$ cat src/rtl/demux_pkg.sv
// Shared word and index types for the 8:1 bit-select mux and the
// matching 1:8 deserializer on the receive side.
package demux_pkg;

    localparam int DEMUX_WIDTH = 8;
    localparam int DEMUX_SEL_W = $clog2(DEMUX_WIDTH);

    typedef logic [DEMUX_WIDTH-1:0] demux_word_t;
    typedef logic [DEMUX_SEL_W-1:0] demux_idx_t;

endpackage

$ cat src/rtl/bit_pos_counter.sv
// Bit position counter: steps 0..WIDTH-1 on each accepted bit and
// wraps, with synchronous reset and abort.
module bit_pos_counter
    import demux_pkg::*;
#(
    parameter int WIDTH = DEMUX_WIDTH,
    parameter int SEL_W = $clog2(WIDTH)
) (
    input  logic             clk,
    input  logic             rst,
    input  logic             clr,
    input  logic             inc,
    output logic [SEL_W-1:0] idx,
    output logic             last
);

    localparam logic [SEL_W-1:0] LAST_IDX = SEL_W'(WIDTH - 1);

    assign last = (idx == LAST_IDX);

    always_ff @(posedge clk) begin
        if (rst) begin
            idx <= '0;
        end else if (clr) begin
            idx <= '0;
        end else if (inc) begin
            idx <= last ? '0 : idx + SEL_W'(1);
        end
    end

endmodule

$ cat src/rtl/demux1_8_deser.sv
// Serial-to-parallel deserializer: LSB-first bit capture into a partial
// register, with a one-word valid/ready output buffer.
module demux1_8_deser
    import demux_pkg::*;
#(
    parameter int WIDTH = DEMUX_WIDTH,
    parameter int SEL_W = $clog2(WIDTH)
) (
    input  logic             clk,
    input  logic             rst,
    input  logic             clr,
    input  logic             in_bit,
    input  logic             in_valid,
    output logic             in_ready,
    output logic [WIDTH-1:0] out_data,
    output logic             out_valid,
    input  logic             out_ready,
    output logic [SEL_W-1:0] idx
);

    // The top bit never lands here; it goes straight into out_data.
    logic [WIDTH-2:0] partial;
    logic [WIDTH-2:0] partial_next;
    logic             last;
    logic             accept;
    logic             complete;

    assign in_ready = !last || !out_valid || out_ready;
    assign accept   = in_valid && in_ready && !clr;
    assign complete = accept && last;

    bit_pos_counter #(
        .WIDTH (WIDTH),
        .SEL_W (SEL_W)
    ) u_pos (
        .clk  (clk),
        .rst  (rst),
        .clr  (clr),
        .inc  (accept),
        .idx  (idx),
        .last (last)
    );

    always_comb begin
        partial_next = partial;
        if (complete) begin
            partial_next = '0;
        end else if (accept) begin
            for (int k = 0; k < WIDTH - 1; k++) begin
                if (idx == SEL_W'(k)) begin
                    partial_next[k] = in_bit;
                end
            end
        end
    end

    always_ff @(posedge clk) begin
        if (rst || clr) begin
            partial <= '0;
        end else begin
            partial <= partial_next;
        end
    end

    // A completing word refills the buffer even while it is being drained.
    always_ff @(posedge clk) begin
        if (rst) begin
            out_data  <= '0;
            out_valid <= 1'b0;
        end else if (complete) begin
            out_data  <= {in_bit, partial};
            out_valid <= 1'b1;
        end else if (out_valid && out_ready) begin
            out_valid <= 1'b0;
        end
    end

endmodule

$ cat config.mk
export PLATFORM = sky130hd
export DESIGN_NAME = demux1_8_deser
export DESIGN_NICKNAME = d
export VERILOG_FILES = /design/src/rtl/demux_pkg.sv /design/src/rtl/bit_pos_counter.sv /design/src/rtl/demux1_8_deser.sv
export SDC_FILE = /design/constraint.sdc
export NUM_CORES = 1
export LEC_CHECK = 0
export CAP_MARGIN = 20
export CELL_PAD_IN_SITES_DETAIL_PLACEMENT = 1
export CELL_PAD_IN_SITES_GLOBAL_PLACEMENT = 1
export CORE_UTILIZATION = 41
export CTS_CLUSTER_SIZE = 25
export DETAILED_ROUTE_END_ITERATION = 8
export GPL_TIMING_DRIVEN = 0
export HOLD_SLACK_MARGIN = 0.06
export PLACE_DENSITY = 0.86
export SYNTH_ARGS = -nofsm -noshare
export SYNTH_HDL_FRONTEND = slang
export SYNTH_SLANG_ARGS = --single-unit
$ cat constraint.sdc
create_clock -name clk -period 2.1 [get_ports clk]
set_input_delay 0.21 -clock clk [delete_from_list [all_inputs] [get_ports clk]]
set_output_delay 0.21 -clock clk [all_outputs]
set_load 0.05 [all_outputs]
## Yosys cells after proc, flatten, opt, wreduce, memory -nomap -nowiden

Index checks and enable logic that the tools add are counted.

| word-level totals | value |
|---|---|
| flip-flop bits (word level) | 19 |
| logic and storage cells | 42 |
| output and inout port bits | 13 |
| input bits | 6 |

| operators by class | value |
|---|---|
| add/subtract/negate cells | 1 |
| multiplexer cells | 3 |
| equality and inequality tests | 7 |
| reductions and logical operators | 21 |

Operator list:

| cell | count |
|---|---|
| 2-bit AND reduction | 7 |
| 3-bit == test, second input constant | 4 |
| 3-bit by 2-bit == test with 1-bit output, second input constant | 2 |
| 1-bit logical AND | 4 |
| 2-bit OR reduction | 2 |
| 3-bit by 1-bit adder with 3-bit output, second input constant | 1 |
| 3-bit by 1-bit == test with 1-bit output, second input constant | 1 |
| 1-bit zero test | 3 |
| 3-bit zero test | 1 |
| 1-bit logical OR | 3 |
| 3-bit 2-to-1 mux | 1 |
| 1-bit 2-to-1 mux | 2 |
| 2-bit nonzero test | 1 |

## Depth between registers and ports, before layout

Gate-level depths: netlist of the first run.

| depth | value |
|---|---|
| word-level depth | 8 |
| mapped depth | 6 |
| mapped depth without buffers | 5 |

## Cells and area by module

A second synthesis of the first run with hierarchy kept.

| unflattened totals | value |
|---|---|
| cell total of the unflattened synthesis | 95 |
| area, all modules | 969.7 um^2 |

By module, submodules not included:

| module | area an instance (um^2) | cells each | instances | seq. area each (um^2) |
|---|---|---|---|---|
| demux1_8_deser | 827.0 | 83 | 1 | 320.3 |
| bit_pos_counter | 142.6 | 12 | 1 | 60.1 |

## Worst setup path after synthesis of the first run

OpenSTA, ideal clock, no wires.

| path | value |
|---|---|
| path type | register to register |
| start | register u_pos.idx[0] |
| end | register partial[0] |
| data arrival time | 1.798 ns |
| slack | 0.230 ns |
| path buffers | 1 |
| setup time | 0.072 ns |
| data required time | 2.028 ns |
| clock period less this slack | 1.870 ns |
| cell stages (with the launch flop) | 7 |
| cell sequence | dfxtp_1 -> ha_1 -> ha_1 -> nand3b_1 -> buf_4 -> nand4_1 -> mux2i_1 |

| between the ends | value |
|---|---|
| word-level cells in the longest chain between the ends | 8 |
| elaborated cells on any way between the ends | 10 |
| classes of those cells | eq/ne (1); reduce/logical (9) |

Ends and longest elaborated chain:

| what | RTL line | source |
|---|---|---|
| start, declared | bit_pos_counter.sv:13 | `output logic [SEL_W-1:0] idx,` |
| start signal, assigned | bit_pos_counter.sv:27 | `idx <= last ? '0 : idx + SEL_W'(1);` |
| 3-bit == test (*) | bit_pos_counter.sv:19 | `assign last = (idx == LAST_IDX);` |
| 1-bit zero test (*) | demux1_8_deser.sv:28 | `assign in_ready = !last \|\| !out_valid \|\| out_ready;` |
| 1-bit logical OR (*) (2 in series) | demux1_8_deser.sv:28 |  |
| net in_ready | demux1_8_deser.sv:14 | `output logic in_ready,` |
| 1-bit logical AND (*) (2 in series) | demux1_8_deser.sv:29 | `assign accept = in_valid && in_ready && !clr;` |
| 1-bit logical AND | demux1_8_deser.sv:30 | `assign complete = accept && last;` |
| 2-bit OR reduction (no line) | - |  |
| end signal, assigned | demux1_8_deser.sv:61 | `partial <= partial_next;` |
| end, declared | demux1_8_deser.sv:22 | `logic [WIDTH-2:0] partial;` |

The timed path passes the listed nets; every way through them passes the cells marked *.
A chain may end at the register's enable or synchronous reset.

## Final worst setup path of the first run

| path | value |
|---|---|
| start | register u_pos.idx[0] |
| end | output in_ready |

| between the ends | value |
|---|---|
| word-level cells in the longest chain between the ends | 4 |

Ends and longest elaborated chain:

| what | RTL line |
|---|---|
| 3-bit == test | bit_pos_counter.sv:19 |
| 1-bit zero test | demux1_8_deser.sv:28 |
| 1-bit logical OR (2 in series) | demux1_8_deser.sv:28 |
| end, declared | demux1_8_deser.sv:14 |

Every way passes these cells.

==> results of run 1 <==
[worst max-delay path: cells and delay by family, from the launching register on]
kind / cells / cell delay (ns)
flip-flops: 1 / 0.36
adder cells (fa/ha/maj): 2 / 0.45
AND/OR/NAND/NOR: 1 / 0.15
buffers and inverters: 2 / 0.46
[cells by family (layout without fill, tap and decap cells)]
| group | count (synthesis) | count (layout) | synth area share [%] |
|---|---|---|---|
| multiplexers | 16 | 16 | 15.8 |
| AND/OR/NAND/NOR | 36 | 36 | 23.9 |
| flip-flops | 19 | 19 | 37.6 |
| AO/OA/AOI/OAI | 14 | 14 | 10.1 |
| adder cells (fa/ha/maj) | 6 | 6 | 7.42 |
| buffers and inverters | 10 | 30 | 5.19 |
[final cells by class]
cell class | instances | area share (%)
Buffer | 7 | 3.35
Tap cell | 28 | 2.84
Sequential cell | 19 | 31.0
Inverter | 3 | 0.914
Multi-Input combinational cell | 72 | 47.2
Timing Repair Buffer | 16 | 12.6
Clock buffer | 4 | 2.13
[how the worst min path moves through the flow]
stage	endpoint	start	slack, ns	cells after the start
floorplan	u_pos.idx[2]$_SDFFE_PP0P_	clr	0.29	1
CTS	partial[1]$_SDFFE_PP0P_	in_valid	0.23	3
global placement	out_data[4]$_SDFFE_PP0P_	out_data[4]$_SDFFE_PP0P_	0.46	2
finish	partial[1]$_SDFFE_PP0P_	in_valid	0.23	3
global route	partial[1]$_SDFFE_PP0P_	in_valid	0.23	3
detailed placement	out_data[6]$_SDFFE_PP0P_	out_data[6]$_SDFFE_PP0P_	0.47	2
[power groups by stage]
| stage | clock network [mW] | registers [mW] | logic (mW) |
|---|---|---|---|
| floorplan | 0 | 0.378 | 0.0300 |
| global placement | 0 | 0.373 | 0.0532 |
| global route | 0.214 | 0.366 | 0.0604 |
| CTS | 0.190 | 0.365 | 0.0552 |
| detailed placement | 0 | 0.373 | 0.0548 |
| finish | 0.184 | 0.365 | 0.0550 |
[per-layer routing]
layer  up-vias  track usage [%]
met2        16             34.0
met3         5             2.63
met4         0             9.46
li1        401                -
met5         -                0
met1       384             25.4
[flip-flops by register name, summed over array words and instances (netlist names)]
| name | cells |
|---|---|
| u_pos.idx | 3 |
| out_valid | 1 |
| out_data | 8 |
| partial | 7 |
[Yosys cell counts]
cell type	instances
nand3b_1	1
and2b_1	1
o21a_1	1
nand2b_1	16
o211ai_1	9
inv_1	3
nor4_1	1
nor2b_4	1
clkbuf_1	2
nand4_1	6
nor2_1	3
a21oi_1	3
nor2b_1	1
nand2_4	1
and3b_1	1
nor3_4	1
nand2_1	1
o211ai_2	1
mux2i_1	16
ha_1	6
nand3_1	1
dfxtp_1	19
and3_1	1
buf_4	1
buf_2	3
buf_6	1
[stage by stage]
step	cell area (µm²)	TNS (ns)
2_1_floorplan	1010	0
3_3_place_gp	1210	-0.0821
3_5_place_dp	1210	-0.108
4_1_cts	1240	0
5_1_grt	1230	0
6_report	1230	0
[timing repair]
| action | in CTS | in global routing |
|---|---|---|
| resized for setup | 4 | 3 |
| endpoints found under the setup margin | 1 | 1 |
| hold buffers | 0 | 0 |
==> results.json, run 1 <==
{
  "critPathCaptureType": "primary output",
  "die_h_um": 51.7,
  "synth.distinct_cells": 26,
  "period_share_pct": 91.7,
  "die_area_um2": 2670,
  "cts_inserted_buffers": 3,
  "grt_max_degree": 11,
  "cp-endpoint": "in_ready",
  "synth_warnings": 0,
  "multi_input_comb_area_um2": 582,
  "max_stage_delay_ns": 0.36,
  "seqCellArea_um2": 382,
  "ir_worst_vdd_mv": 0.339,
  "synthCells": 101,
  "wl_per_cell_um": 14.9,
  "powerDensity_nw_per_um2": 490,
  "dpl.hpwl_um": 1690,
  "drv_slew": 0,
  "rsz0062_at_grt": "false",
  "num-nets-final": 134,
  "power.leakage_nw": 0.463,
  "fin_util_pct": 54.2,
  "required_ns": 1.89,
  "wl_met2_um": 1090,
  "grt_pass1_wl_um": 3860,
  "post-cts-setup-buffers": 0,
  "syn_area_um2": 1010,
  "dr_wl_met3_um": 66,
  "fillers": 255,
  "p_switching_uw": 143,
  "hold_class": "in -> reg",
  "grt_usage_pct": 20.2,
  "layoutNonFillerInstCount": 149,
  "vias": 806,
  "slowest_stage": "dfxtp_2",
  "avgViaCountPerCell": 5.41,
  "place.gp.congestion": 0.848,
  "netlist_top_cells_area": "dfxtp_1 38%, mux2i_1 16%, nand2b_1 9.9%",
  "r2r-start": "u_pos.idx[1]$_SDFFE_PP0P_",
  "core_area_um2": 2280,
  "dr.max_layer_used": "met4",
  "synth_top_area_cell": "dfxtp_1",
  "antenna_cells": 0,
  "worstPathMaxFanout": 10,
  "ant_nets": 0,
  "wl_um": 2230,
  "tightestPinTransition_ns": 0.545,
  "detail_route.iter0.violations": 9,
  "p_sw_share_pct": 23.8,
  "run_status": "complete, no violations",
  "wl_met1_um": 1030,
  "fin_ws_ns": 0.175,
  "max_freq_mhz": 520,
  "ff2ff_setup_slack_ns": 0.43,
  "whs_ns": 0.234,
  "pre_cts_ws_ns": -0.108,
  "clock_path_buffers": 2,
  "htree_levels": 1,
  "antenna_found_initial": 0,
  "drive_gt1_share_pct": 12.4,
  "timing_hold_violations_final": 0,
  "insertion_delay_ns": 0.30,
  "layout_commonest_cell": "dfxtp_1",
  "drc": 0,
  "cp_cell_sequence": "ha_1, ha_2, nand3b_1, buf_4, buf_2",
  "cts_tree": "yes",
  "reg2reg_depth": 5,
  "grt_pass1_vias": 820,
  "placementRows": 17,
  "p_comb_share_pct": 9.1,
  "skew_ns": 0.00203,
  "ys_seq_area_share_pct": 37.6,
  "clockRootBuffer": "clkbuf_4",
  "ioPinCount": 19,
  "cellInternalPower_uw": 460,
  "cts.clk_slew.worst_paths_ns": 0.10,
  "clkSinkCount": 19,
  "syn_to_final_growth_pct": 21.8,
  "synth_nets": 113,
  "initial_core_util_pct": 44.5,
  "placedCellCount": 145,
  "pwr-share-clk_pct": 30.4,
  "finalSetupViolCount": 0,
  "portBuffers": 16,
  "synth-seq-cells": 19,
  "worstSetupStartpointType": "flip-flop",
  "seqPwrFrac_pct": 60.5,
  "total_power_uw": 604,
  "dieWidth_um": 51.7,
  "critPathKind": "reg -> out",
  "firstDrtPassIters": 4,
  "layout_min_cycle_time_ns": 1.92,
  "cap_violations": 0,
  "r2r_end": "out_data[5]$_SDFFE_PP0P_",
  "layout_common_cells": "18 x dfxtp_1, 16 x mux2i_1, 16 x nand2b_1, 15 x clkdlybuf4s50_1, 9 x o211ai_1",
  "synth_top_cell_area_share_pct": 37.6,
  "gr-total-overflow": 0,
  "syn-mean-instance-area_um2": 10.0,
  "slew_headroom_pct": 63.5,
  "arrival_ns": 1.71,
  "cp-startpoint": "u_pos.idx[0]$_SDFFE_PP0P_"
}
No activity file was read; power rests on OpenSTA's default activity.
==> run 2: changes to the inputs <==
- CELL_PAD_IN_SITES_DETAIL_PLACEMENT: 1 -> unset
- CELL_PAD_IN_SITES_GLOBAL_PLACEMENT: 1 -> unset
- CORE_UTILIZATION: 41 -> 54
- MAX_ROUTING_LAYER: unset -> met4
- PLACE_DENSITY: 0.86 -> 0.87
==> results.json, run 2 (synthesis gave the netlist of run 1 again) <==
{
  "run_status": "complete, no violations",
  "placementRows": 15,
  "hold_class": "in -> reg",
  "initial_core_util_pct": 58.0,
  "antenna_found_initial": 0,
  "arrival_ns": 1.77,
  "top_register": "out_data",
  "drc": 0,
  "core_area_um2": 1750,
  "vias": 799,
  "dpl.hpwl_um": 1550,
  "tightestPinTransition_ns": 0.531,
  "wl_per_cell_um": 13.9,
  "largest_register_ffs": 8,
  "worstPathMaxFanout": 10,
  "timing_hold_violations_final": 0,
  "clockRootBuffer": "clkbuf_4",
  "whs_ns": 0.237,
  "clkSinkCount": 19,
  "clock_path_buffers": 2,
  "finalSetupViolCount": 0,
  "powerDensity_nw_per_um2": 493,
  "period_share_pct": 94.4,
  "worstHoldStart": "in_valid",
  "drive_gt1_share_pct": 11.6,
  "cp-startpoint": "u_pos.idx[0]$_SDFFE_PP0P_",
  "r2r-start": "u_pos.idx[0]$_SDFFE_PP0P_",
  "detail_route.iter0.violations": 23,
  "power.leakage_nw": 0.468,
  "htree_levels": 1,
  "die_h_um": 45.3,
  "syn_to_final_growth_pct": 21.1,
  "layout_commonest_cell": "dfxtp_1",
  "grt_pass1_vias": 740,
  "critPathKind": "reg -> out",
  "cts_inserted_buffers": 3,
  "rsz0062_at_grt": "false",
  "ioPinCount": 19,
  "grt_pass1_wl_um": 3300,
  "firstDrtPassIters": 4,
  "layout_min_cycle_time_ns": 1.98,
  "grt_max_degree": 12,
  "insertion_delay_ns": 0.29,
  "cts_tree": "yes",
  "layout_common_cells": "19 x dfxtp_1, 16 x mux2i_1, 16 x nand2b_1, 15 x clkdlybuf4s50_1, 9 x o211ai_1",
  "skew_ns": 0.00172,
  "gr-total-overflow": 0,
  "total_power_uw": 605,
  "drv_slew": 0,
  "cts.clk_slew.worst_paths_ns": 0.11,
  "ir_worst_vdd_mv": 0.440,
  "antenna_cells": 0,
  "cap_violations": 0,
  "die_area_um2": 2050,
  "max_freq_mhz": 504,
  "critPathCaptureType": "primary output",
  "slew_headroom_pct": 64.5,
  "grt_usage_pct": 23.5,
  "post-cts-setup-buffers": 0,
  "num-nets-final": 134,
  "dieWidth_um": 45.3,
  "avgViaCountPerCell": 5.47,
  "required_ns": 1.89,
  "place.gp.congestion": 0.886,
  "ant_nets": 0,
  "wl_um": 2030,
  "reg_top3": "out_data x8, partial x7, u_pos.idx x3",
  "portBuffers": 16,
  "worstSetupStartpointType": "flip-flop"
}
==> run 2: cell count changes in the layout (fill, tap and decap cells not counted) <==
cell,previous run,this run
clkbuf_1,3,2
clkinv_2,0,1
dfxtp_1,18,19
dfxtp_2,1,0
ha_1,5,6
ha_2,1,0
==> run 2: final timing paths <==
| kind | end | slack [ns] | depth (start not counted) |
|---|---|---|---|
| max | in_ready | 0.12 | 5 |
| min | partial[6]$_SDFFE_PP0P_ | 0.24 | 3 |
| max reg2reg | partial[1]$_SDFFE_PP0P_ | 0.37 | 6 |
| min reg2reg | out_data[5]$_SDFFE_PP0P_ | 0.48 | 2 |
==> run 2: per-stage QoR <==
| step | utilization (%) | instances | TNS (ns) | area [µm²] | setup slack, ns |
|---|---|---|---|---|---|
| floorplan | - | 101 | 0 | 1010 | 0.230 |
| global placement | 69.0 | 142 | -0.0648 | 1200 | -0.0648 |
| detailed placement | 69.0 | 142 | -0.0828 | 1200 | -0.0828 |
| CTS | 70.3 | 146 | 0 | 1230 | 0.104 |
| global route | 70.3 | 146 | 0 | 1230 | 0.0268 |
| finish | 70.3 | 146 | 0 | 1230 | 0.117 |
==> run 2: repair_timing <==
item,in CTS,in global routing
hold buffers,0,0
endpoints found under the setup margin,1,0
gates resized for setup,5,0
==> run 2: cell type report <==
cell class,count,area (µm²)
buffer,7,41.3
clock buffer,3,22.5
clock inverter,1,5.00
fill,140,519
inverter,3,11.3
multi-input combinational,72,579
sequential,19,380
tap,25,31.3
timing repair buffer,16,155
==> run 2: worst max-delay path, stage by stage, from the launching register on <==
cell and delay (ns):
dfxtp_1 0.37, ha_1 0.24, ha_1 0.26, nand3b_1 0.15, buf_4 0.18, buf_2 0.27
==> run 2: routing by layer <==
layer | part of all wire [%] | GRT usage [%]
met1 | 46 | 26.9
met2 | 50 | 40.9
met3 | 3.5 | 4.80
met4 | 0.59 | 7.27
met5 | 0 | -
==> run 2: power by group <==
group	switching (mW)	internal [mW]	total [mW]
Clock	0.115	0.0709	0.186
Combinational	0.0303	0.0239	0.0541
Sequential	0.00261	0.362	0.365
Total	0.148	0.457	0.605
